<file path="src/rtl/omap_wr_sched.sv">
// Layer write scheduler: packs merged bytes (or passes raw words) from the map merger into omap SRAM writes.
// Optional build macro OMAP_WR_PERF_CNT_EN adds the perf_stall_cnt output.
module omap_wr_sched #(
    parameter int AW    = 16,
    parameter int DIM_W = 8
) (
    input  logic             clk,
    input  logic             rst_n,
    input  logic             cfg_start,
    input  logic [DIM_W-1:0] cfg_omap_w,
    input  logic [DIM_W-1:0] cfg_omap_h,
    input  logic [AW-1:0]    cfg_base_addr,
    input  logic             cfg_raw_mode,
    input  logic [31:0]      map_merger2omap_biu_data,
    input  logic             map_merger2omap_biu_vld,
    output logic             map_merger2omap_biu_rdy,
    output logic             omap_sram_wr_vld,
    input  logic             omap_sram_wr_rdy,
    output logic [AW-1:0]    omap_sram_wr_addr,
    output logic [31:0]      omap_sram_wr_data,
    output logic             sched_busy,
    output logic             sched_done
`ifdef OMAP_WR_PERF_CNT_EN
    ,
    output logic [31:0]      perf_stall_cnt
`endif
);

    localparam int PW = 2 * DIM_W;

    // Handshakes: an input pixel transfers when vld & rdy on a rising edge; an SRAM
    // write transfers when wr_vld & wr_rdy, and wr_vld/addr/data hold until then.
    typedef enum logic [1:0] {IDLE, RUN, FLUSH, DONE} state_t;

    state_t         state, state_nxt;
    logic [PW-1:0]  total, pix_cnt;
    logic [AW-1:0]  base_q, word_cnt;
    logic           raw_q;
    logic [1:0]     idx;
    logic [31:0]    pack, pack_nxt;
    logic           wr_free, accept, last_pix, issue;

    assign wr_free  = ~omap_sram_wr_vld | omap_sram_wr_rdy;
    assign map_merger2omap_biu_rdy = (state == RUN) & wr_free;
    assign accept   = map_merger2omap_biu_vld & map_merger2omap_biu_rdy;
    assign last_pix = (pix_cnt == total - PW'(1));
    assign issue    = accept & (raw_q | (idx == 2'd3) | last_pix);

    assign sched_busy = (state != IDLE);
    assign sched_done = (state == DONE);

    always_comb begin
        pack_nxt = pack;
        pack_nxt[{idx, 3'b000} +: 8] = map_merger2omap_biu_data[23:16];
    end

    always_comb begin
        state_nxt = state;
        case (state)
            IDLE: begin
                if (cfg_start) begin
                    if ((cfg_omap_w == '0) || (cfg_omap_h == '0)) state_nxt = DONE;
                    else                                          state_nxt = RUN;
                end
            end
            RUN:     if (accept && last_pix) state_nxt = FLUSH;
            FLUSH:   if (wr_free) state_nxt = DONE;
            DONE:    state_nxt = IDLE;
            default: state_nxt = IDLE;
        endcase
    end

    always_ff @(posedge clk or negedge rst_n) begin
        if (!rst_n) state <= IDLE;
        else        state <= state_nxt;
    end

    always_ff @(posedge clk or negedge rst_n) begin
        if (!rst_n) begin
            total    <= '0;
            base_q   <= '0;
            raw_q    <= 1'b0;
            pix_cnt  <= '0;
            idx      <= '0;
            pack     <= '0;
            word_cnt <= '0;
        end else if (state == IDLE) begin
            pix_cnt  <= '0;
            idx      <= '0;
            pack     <= '0;
            word_cnt <= '0;
            if (cfg_start) begin
                total  <= PW'(cfg_omap_w) * PW'(cfg_omap_h);
                base_q <= cfg_base_addr;
                raw_q  <= cfg_raw_mode;
            end
        end else begin
            if (accept) begin
                pix_cnt <= pix_cnt + PW'(1);
                idx     <= idx + 2'd1;
                // A finished word leaves the pack register clean so a partial tail is zero-filled.
                pack    <= issue ? '0 : pack_nxt;
            end
            if (issue) word_cnt <= word_cnt + AW'(1);
        end
    end

    always_ff @(posedge clk or negedge rst_n) begin
        if (!rst_n) begin
            omap_sram_wr_vld  <= 1'b0;
            omap_sram_wr_addr <= '0;
            omap_sram_wr_data <= '0;
        end else if (issue) begin
            omap_sram_wr_vld  <= 1'b1;
            omap_sram_wr_addr <= base_q + word_cnt;
            omap_sram_wr_data <= raw_q ? map_merger2omap_biu_data : pack_nxt;
        end else if (omap_sram_wr_rdy) begin
            omap_sram_wr_vld  <= 1'b0;
        end
    end

`ifdef OMAP_WR_PERF_CNT_EN
    always_ff @(posedge clk or negedge rst_n) begin
        if (!rst_n) begin
            perf_stall_cnt <= '0;
        end else if ((state == IDLE) && cfg_start) begin
            perf_stall_cnt <= '0;
        end else if ((state == RUN) && map_merger2omap_biu_vld && !map_merger2omap_biu_rdy
                     && (perf_stall_cnt != 32'hFFFF_FFFF)) begin
            perf_stall_cnt <= perf_stall_cnt + 32'd1;
        end
    end
`endif

endmodule

</file>
<file path="config.mk">
export PLATFORM = sky130hd
export DESIGN_NAME = omap_wr_sched
export DESIGN_NICKNAME = d
export VERILOG_FILES = /design/src/rtl/omap_wr_sched.sv
export SDC_FILE = /design/constraint.sdc
export NUM_CORES = 1
export LEC_CHECK = 0
export ABC_AREA = 1
export ABC_CLOCK_PERIOD_IN_PS = 2900
export CORE_MARGIN = 5
export CORE_UTILIZATION = 58
export DETAILED_ROUTE_END_ITERATION = 10
export GPL_TIMING_DRIVEN = 0
export PLACE_DENSITY = 0.84
export SLEW_MARGIN = 20
export SYNTH_ARGS = -nofsm -noshare
export SYNTH_HDL_FRONTEND = slang
export SYNTH_SLANG_ARGS = --single-unit
</file>
<file path="constraint.sdc">
create_clock -name clk -period 2.9 [get_ports clk]
set_input_delay 0.87 -clock clk [delete_from_list [all_inputs] [get_ports clk]]
set_output_delay 0.87 -clock clk [all_outputs]
set_load 0.01 [all_outputs]
</file>
==> results.yml, run 1 <==
clock_tree:
  worst_setup_hold_path_clk_slew_ps: 60
  cts_max_path_buffers: 2
  cts_tree: "built"
  clock_latency_ps: 430
  cts_inserted_buffers: 17
  tritoncts_num_sinks: 150
  cts_root_buf: "sky130_fd_sc_hd__clkbuf_16"
  holdBufCountCts: 0
  h-tree-depth: 4
sta:
  timing.fmax_ghz: 0.242
  rsz0062_at_grt: "true"
  finalHoldViolCount: 0
  worstMarginPinSlew_ps: 626
  min_period_ps: 4130
  layout_worst_path_cycle_share_pct: 142
  finalWorstSetupSlack_ps: -1230
  timing.final.setup_violations: 12
  final.setup_skew_ps: 8.94
  worst_slew_margin_rel_pct: 58.2
  whs_ps: 375
  timing_max_transition_violations_final: 0
  fin_setup_tns_ps: -10220
power:
  clkPwrFrac_pct: 20.4
  power.switching_w: 0.00525
  switching_power_share_of_the_total_pct: 44.1
  cellInternalPower_w: 0.00667
  power.total_w: 0.0119
  power.share.combinational_pct: 53.9
  power.ir.vdd_worst_mv: 0.542
  sequentialPowerShare_pct: 25.7
  leakage_power_of_the_design_nw: 7.32
  p_per_area_nw_per_um2: 859
global_routing:
  antenna_violations_before_repair: 0
  grt_pass1_vias: 10161
  globalRouteTotalUtil_pct: 27.5
  grt.overflow.total: 0
  grt_start_max_net_pins: 90
  wire_length_of_the_first_global_routing_pass_um: 49300
worst_setup_path:
  crit_path_start: "cfg_omap_w[7]"
  cp.arrival_ps: 4460
  setup.worst_path.start_class: "primary input"
  critical_path_required_ps: 3240
  rrSetupSlack_ps: 390
  reg2reg_to: "pack[28]$_DFFE_PN0P_"
  critical_path.endpoint: "total[14]$_DFFE_PN0P_"
  worst-path-max-fanout: 9
  r2r_start: "total[0]$_DFFE_PN0P_"
  worstRegToRegCells: 15
  timing_worst_setup_path_type: "in2reg"
  cp-end-kind: "flop"
synthesis:
  number_of_warnings_issued_by_yosys: 0
  ys_seq_area_share_pct: 34.0
  netlist_instances: 1519
  synth.avg_cell_area_um2: 7.27
  ffs_latches_synth: 150
  syn_area_um2: 11000
  synth.lib_cells_used.distinct: 39
  number_of_nets_in_the_synthesized_netlist: 1690
placement:
  detailed_place_hpwl_um: 22000
  finalWeightedCongestion: 0.952
  port_buffers: 105
  numPlacedInstances: 1859
routing:
  detailroute.via_count: 10655
  final_routed_wirelength_across_all_metal_layers_um: 31000
  drc_errors: 0
  drtPass1Iterations: 5
  detail_route.wl_per_cell_um: 16.2
  antenna_left: 0
  vias_per_cell: 5.58
  drt_iter0_drc: 1093
die:
  pin_count: 122
  design.die.area_um2: 21900
  die_h_um: 148
  row_count: 50
  start_util_pct: 59.1
  core_area_um2: 18700
  dieWidth_um: 148
finish:
  fraction_of_layout_cells_with_a_size_suffix_above_1_pct: 12.3
  fin_cells: 1910
  utilization_pct: 74.2
  area.growth.synth_to_final_pct: 25.6
  nets: 1835
  n_antenna_cell: 0
  fillers: 1379
run:
  drv.max_cap_violation_count: 0
min_path:
  min_path_type: "in2async"
outcome:
  failed_checks: "negative setup slack"
  outcome: "complete, but fails checks"
-- power groups by stage --
stage	combinational, W	sequential [W]	clock [W]
floorplan	0.00364	0.00312	0
global placement	0.00535	0.00307	0
detailed placement	0.00549	0.00308	0
CTS	0.00590	0.00305	0.00243
global route	0.00703	0.00312	0.00253
finish	0.00643	0.00306	0.00243
-- state kept, by name (all words and copies together), names as in the netlist, 16 cells and up --
name and count:
base_q 16, omap_sram_wr_addr 16, omap_sram_wr_data 32, pack 32, pix_cnt 16, total 16, word_cnt 16
-- critical path, cell delays in order --
cell and delay [ps]:
sky130_fd_sc_hd__buf_4 150, sky130_fd_sc_hd__nand2_1 60, sky130_fd_sc_hd__inv_1 50, sky130_fd_sc_hd__fa_1 550
sky130_fd_sc_hd__fa_1 430, sky130_fd_sc_hd__fa_1 540, sky130_fd_sc_hd__inv_2 40, sky130_fd_sc_hd__fa_1 510
sky130_fd_sc_hd__inv_2 50, sky130_fd_sc_hd__ha_4 310, sky130_fd_sc_hd__buf_6 120, sky130_fd_sc_hd__buf_6 100
sky130_fd_sc_hd__nand3_2 70, sky130_fd_sc_hd__nand2_1 70, sky130_fd_sc_hd__nand2_1 90, sky130_fd_sc_hd__nand3_1 120
sky130_fd_sc_hd__nand2_1 80, sky130_fd_sc_hd__a31oi_1 220
-- metrics by stage --
step / instance area, µm² / setup WS [ps]
2_1_floorplan: 11400 / -1380
3_3_place_gp: 12700 / -5070
3_5_place_dp: 12800 / -1590
4_1_cts: 13700 / -1030
5_1_grt: 13900 / -1410
6_report: 13900 / -1230
-- cell usage after synthesis --
library cell | instances | area (µm²)
sky130_fd_sc_hd__nand2_1 | 570 | 2140
sky130_fd_sc_hd__inv_1 | 224 | 841
sky130_fd_sc_hd__dfrtp_1 | 150 | 3750
sky130_fd_sc_hd__ha_1 | 64 | 801
sky130_fd_sc_hd__nand4_1 | 63 | 394
sky130_fd_sc_hd__nand3_1 | 54 | 270
sky130_fd_sc_hd__nor2_1 | 45 | 169
sky130_fd_sc_hd__o21ai_0 | 45 | 225
sky130_fd_sc_hd__clkbuf_1 | 44 | 165
sky130_fd_sc_hd__fa_1 | 37 | 741
sky130_fd_sc_hd__a21oi_1 | 35 | 175
sky130_fd_sc_hd__o22ai_1 | 33 | 206
sky130_fd_sc_hd__xor2_1 | 32 | 280
sky130_fd_sc_hd__nor3_1 | 19 | 95.1
sky130_fd_sc_hd__xnor2_1 | 17 | 149
sky130_fd_sc_hd__nand3b_1 | 14 | 105
sky130_fd_sc_hd__inv_2 | 9 | 33.8
sky130_fd_sc_hd__buf_6 | 8 | 90.1
sky130_fd_sc_hd__buf_2 | 7 | 35.0
sky130_fd_sc_hd__nor4_1 | 7 | 43.8
sky130_fd_sc_hd__buf_1 | 6 | 22.5
sky130_fd_sc_hd__nor2_2 | 5 | 31.3
sky130_fd_sc_hd__a21o_1 | 4 | 30.0
sky130_fd_sc_hd__and2_1 | 3 | 18.8
sky130_fd_sc_hd__nor2_4 | 3 | 33.8
sky130_fd_sc_hd__a211oi_1 | 2 | 15.0
sky130_fd_sc_hd__a31oi_1 | 2 | 12.5
sky130_fd_sc_hd__nand2_2 | 2 | 12.5
sky130_fd_sc_hd__nand2_4 | 2 | 22.5
sky130_fd_sc_hd__nand3_4 | 2 | 35.0
sky130_fd_sc_hd__o21bai_1 | 2 | 15.0
sky130_fd_sc_hd__or2_2 | 2 | 12.5
sky130_fd_sc_hd__a21boi_0 | 1 | 7.51
sky130_fd_sc_hd__a221oi_1 | 1 | 8.76
sky130_fd_sc_hd__buf_8 | 1 | 15.0
sky130_fd_sc_hd__nor2_8 | 1 | 20.0
sky130_fd_sc_hd__nor4b_1 | 1 | 8.76
sky130_fd_sc_hd__o21ai_1 | 1 | 5.00
sky130_fd_sc_hd__o31ai_1 | 1 | 7.51
-- cell type report --
class / instances / area, µm² / area share (%)
inverters: 233 / 877 / 6.32
flip-flops and latches: 150 / 3750 / 27.1
multi-input cells: 1070 / 6470 / 46.6
plain buffers: 65 / 587 / 4.23
repair buffers: 127 / 1260 / 9.09
clock inverters: 12 / 191 / 1.38
well taps: 234 / 293 / 2.11
clock buffers: 19 / 443 / 3.19
-- how the worst min path moves through the flow --
stage                                      start                                end  slack (ps)
6_report                                   rst_n  omap_sram_wr_data[25]$_DFFE_PN0P_         370
5_1_grt                                    rst_n  omap_sram_wr_data[25]$_DFFE_PN0P_         410
4_1_cts                                    rst_n  omap_sram_wr_data[25]$_DFFE_PN0P_         390
3_5_place_dp   omap_sram_wr_data[27]$_DFFE_PN0P_  omap_sram_wr_data[27]$_DFFE_PN0P_         460
3_3_place_gp   omap_sram_wr_data[24]$_DFFE_PN0P_  omap_sram_wr_data[24]$_DFFE_PN0P_         450
2_1_floorplan                pack[0]$_DFFE_PN0P_                pack[0]$_DFFE_PN0P_         450
-- logic make-up (layout without fill, tap and decap cells) --
kind of cell | count (synthesis) | in the layout | synth area share (%)
fa+ha+maj | 101 | 101 | 14.0
xor+xnor | 49 | 49 | 3.88
simple gates | 793 | 793 | 30.9
buf+inv | 299 | 456 | 10.9
compound gates | 127 | 127 | 6.41
flops | 150 | 150 | 34.0
-- per-layer routing --
metal,vias to the layer above,GRT usage [%],part of all wire [%]
li1,5060,-,-
met1,5000,35.3,40
met2,503,47.5,49
met3,92,4.14,7.6
met4,0,9.56,3.1
met5,-,0,0
-- what timing repair did --
item | CTS | global route
resized for setup | 49 | 43
buffers inserted | 12 | 10
cloned | 0 | 0
pin swaps | 33 | 31
setup endpoints to repair | 66 | 21
-- layout by cell type, fill, tap and decap left out, types with 3 or more instances in the layout --
| cell | synthesis | layout |
|---|---|---|
| sky130_fd_sc_hd__fa_1 | 37 | 33 |
| sky130_fd_sc_hd__a21o_1 | 4 | 4 |
| sky130_fd_sc_hd__fa_2 | 0 | 4 |
| sky130_fd_sc_hd__o21ai_1 | 1 | 13 |
| sky130_fd_sc_hd__xnor2_1 | 17 | 14 |
| sky130_fd_sc_hd__nand3b_1 | 14 | 14 |
| sky130_fd_sc_hd__clkbuf_1 | 44 | 27 |
| sky130_fd_sc_hd__clkdlybuf4s50_1 | 0 | 102 |
| sky130_fd_sc_hd__ha_1 | 64 | 53 |
| sky130_fd_sc_hd__and2_1 | 3 | 3 |
| sky130_fd_sc_hd__inv_6 | 0 | 4 |
| sky130_fd_sc_hd__ha_4 | 0 | 10 |
| sky130_fd_sc_hd__bufinv_16 | 0 | 4 |
| sky130_fd_sc_hd__clkbuf_8 | 0 | 7 |
| sky130_fd_sc_hd__a21oi_2 | 0 | 7 |
| sky130_fd_sc_hd__nor2_2 | 5 | 6 |
| sky130_fd_sc_hd__xnor2_2 | 0 | 3 |
| sky130_fd_sc_hd__buf_2 | 7 | 6 |
| sky130_fd_sc_hd__nor2_4 | 3 | 3 |
| sky130_fd_sc_hd__nor3_1 | 19 | 17 |
| sky130_fd_sc_hd__nand2_4 | 2 | 12 |
| sky130_fd_sc_hd__clkbuf_16 | 0 | 26 |
| sky130_fd_sc_hd__nor2_1 | 45 | 44 |
| sky130_fd_sc_hd__o21ai_0 | 45 | 31 |
| sky130_fd_sc_hd__nand3_1 | 54 | 50 |
| sky130_fd_sc_hd__nand3_2 | 0 | 4 |
| sky130_fd_sc_hd__nand4_1 | 63 | 63 |
| sky130_fd_sc_hd__a21oi_1 | 35 | 26 |
| sky130_fd_sc_hd__xor2_1 | 32 | 32 |
| sky130_fd_sc_hd__buf_1 | 6 | 6 |
| sky130_fd_sc_hd__nand2_1 | 570 | 543 |
| sky130_fd_sc_hd__buf_4 | 0 | 16 |
| sky130_fd_sc_hd__inv_1 | 224 | 193 |
| sky130_fd_sc_hd__o22ai_1 | 33 | 33 |
| sky130_fd_sc_hd__dfrtp_1 | 150 | 150 |
| sky130_fd_sc_hd__nand2_2 | 2 | 19 |
| sky130_fd_sc_hd__inv_2 | 9 | 39 |
| sky130_fd_sc_hd__nor4_1 | 7 | 7 |
| sky130_fd_sc_hd__buf_6 | 8 | 15 |
(Power assumes the default switching activity.)
==> run 2: changes to the inputs <==
==> constraint.sdc (replaced) <==
create_clock -name clk -period 2.9 [get_ports clk]
set_input_delay 0.435 -clock clk [delete_from_list [all_inputs] [get_ports clk]]
set_output_delay 0.435 -clock clk [all_outputs]
set_load 0.01 [all_outputs]
==> results.yml, run 2 (synthesis gave the netlist of run 1 again) <==
placement:
  numPlacedInstances: 1859
  detailed_place_hpwl_um: 22400
  finalWeightedCongestion: 0.962
  port_buffers: 105
clock_tree:
  clock_latency_ps: 430
  cts_root_buf: "sky130_fd_sc_hd__clkbuf_16"
  cts_tree: "built"
  tritoncts_num_sinks: 150
  worst_setup_hold_path_clk_slew_ps: 60
  h-tree-depth: 4
  cts_inserted_buffers: 17
  cts_max_path_buffers: 2
power:
  clkPwrFrac_pct: 19.0
  sequentialPowerShare_pct: 27.5
  p_per_area_nw_per_um2: 815
  switching_power_share_of_the_total_pct: 44.3
  cellInternalPower_w: 0.00621
  power.total_w: 0.0112
  power.ir.vdd_worst_mv: 0.437
  power.switching_w: 0.00494
  leakage_power_of_the_design_nw: 7.23
  power.share.combinational_pct: 53.5
die:
  row_count: 50
  design.die.area_um2: 21900
  die_h_um: 148
  dieWidth_um: 148
  pin_count: 122
  start_util_pct: 59.1
  core_area_um2: 18700
sta:
  min_period_ps: 3610
  layout_worst_path_cycle_share_pct: 125
  whs_ps: 383
  timing.fmax_ghz: 0.277
  worstMarginPinSlew_ps: 632
  final.setup_skew_ps: 9.98
  worst_slew_margin_rel_pct: 57.9
  finalHoldViolCount: 0
  timing_max_transition_violations_final: 0
  rsz0062_at_grt: "true"
  finalWorstSetupSlack_ps: -711
  fin_setup_tns_ps: -4850
  timing.final.setup_violations: 10
routing:
  vias_per_cell: 5.50
  antenna_left: 0
  drt_iter0_drc: 917
  detail_route.wl_per_cell_um: 16.0
  drc_errors: 0
  drtPass1Iterations: 6
  detailroute.via_count: 10493
  final_routed_wirelength_across_all_metal_layers_um: 30600
min_path:
  min_path_type: "in2reg"
outcome:
  outcome: "complete, but fails checks"
  failed_checks: "negative setup slack"
finish:
  largest_registers: "omap_sram_wr_data: 32 flops, pack: 32 flops"
  nets: 1833
  utilization_pct: 73.1
  n_antenna_cell: 0
  layout_common_cells: "sky130_fd_sc_hd__nand2_1, sky130_fd_sc_hd__inv_1, sky130_fd_sc_hd__dfrtp_1, sky130_fd_sc_hd__clkdlybuf4s50_1, sky130_fd_sc_hd__nand4_1"
  layout_commonest_cell: "sky130_fd_sc_hd__nand2_1"
  area.growth.synth_to_final_pct: 23.8
  fin_cells: 1909
  fraction_of_layout_cells_with_a_size_suffix_above_1_pct: 10.2
worst_setup_path:
  timing_worst_setup_path_type: "in2reg"
  worst-path-max-fanout: 6
  critical_path_s_slowest_cell: "sky130_fd_sc_hd__fa_1"
  cp-end-kind: "flop"
  cp.arrival_ps: 3920
  crit_path_cell_trace: "clkbuf_16 -> nand2_4 -> inv_2 -> fa_1 -> fa_1 -> fa_1 -> inv_1 -> fa_1 -> inv_2 -> ha_4 -> a21o_1 -> nand2_1 -> nand2_1 -> nand2_1 -> nand4_1 -> or2_4 -> nand3_2 -> nand2_1"
  worst_path_largest_cell_delay_ps: 570
  setup.worst_path.start_class: "primary input"
  critical_path_required_ps: 3210
global_routing:
  grt_pass1_vias: 10374
  wire_length_of_the_first_global_routing_pass_um: 50100
  globalRouteTotalUtil_pct: 28.0
  grt.overflow.total: 0
  grt_start_max_net_pins: 102
  antenna_violations_before_repair: 0
run:
  drv.max_cap_violation_count: 0
-- run 2: changes by cell type in the layout (fill, tap and decap cells not counted), moves of 3 or more --
cell                         previous run  this run
sky130_fd_sc_hd__clkbuf_1              27        32
sky130_fd_sc_hd__nand2_1              543       552
sky130_fd_sc_hd__bufinv_16              4         1
sky130_fd_sc_hd__buf_6                 15        11
sky130_fd_sc_hd__inv_2                 39        26
sky130_fd_sc_hd__clkbuf_8               7         3
sky130_fd_sc_hd__clkinvlp_4             0         4
sky130_fd_sc_hd__inv_1                193       206
sky130_fd_sc_hd__nand2_2               19        15
sky130_fd_sc_hd__nand2_4               12         7
-- run 2: metal layers --
metal  vias to the layer above  track usage (%)  wire length (µm)
li1                       5067                -                 -
met1                      4911             35.5             12500
met2                       422             48.4             15200
met3                        93             4.75              1970
met4                         0             10.1              1010
met5                         -                0                 0
-- run 2: worst paths after layout --
check / from / to / slack (ps) / cells after the start
max in group asynchronous: rst_n / omap_sram_wr_data[9]$_DFFE_PN0P_ / 1560 / 3
worst min-delay path: cfg_omap_w[0] / total[0]$_DFFE_PN0P_ / 380 / 3
worst min register to register: omap_sram_wr_addr[15]$_DFFE_PN0P_ / omap_sram_wr_addr[15]$_DFFE_PN0P_ / 470 / 2
min in group asynchronous: rst_n / total[0]$_DFFE_PN0P_ / 510 / 2
worst max-delay path: cfg_omap_h[7] / total[15]$_DFFE_PN0P_ / -710 / 18
worst max register to register: state[0]$_DFFE_PN0P_ / pix_cnt[13]$_DFFE_PN0P_ / 200 / 10
-- run 2: per-stage QoR --
stage	setup WS [ps]	area, µm²
2_1_floorplan	-940	11300
3_3_place_gp	-4620	12700
3_5_place_dp	-1200	12700
4_1_cts	-619	13600
5_1_grt	-789	13700
6_report	-711	13700
-- run 2: timing repair --
action                     4_1_cts  5_1_grt
pin swaps                       22        6
setup endpoints to repair       10       10
resized for setup               47        8
hold buffers                     1        0
hold endpoints to repair        49        0
setup buffers                   18        1
-- run 2: final cells by class --
type | instances | area, µm²
plain buffers | 64 | 577
clock buffers | 21 | 450
clock inverters | 11 | 101
fillers | 1407 | 5030
inverters | 233 | 877
multi-input cells | 1070 | 6370
flip-flops and latches | 150 | 3750
well taps | 234 | 293
repair buffers | 126 | 1250
-- run 2: power by group through the flow --
stage | sequential [W] | combinational (W) | clock, W
2_1_floorplan | 0.00312 | 0.00363 | 0
3_3_place_gp | 0.00308 | 0.00530 | 0
3_5_place_dp | 0.00309 | 0.00545 | 0
4_1_cts | 0.00306 | 0.00580 | 0.00213
5_1_grt | 0.00314 | 0.00658 | 0.00223
6_report | 0.00307 | 0.00597 | 0.00211
-- run 2: worst max-delay path: cells and delay by family --
kind / cells / cell delay, ps
fa+ha+maj: 5 / 2210
simple gates: 8 / 800
buf+inv: 4 / 270
compound gates: 1 / 220
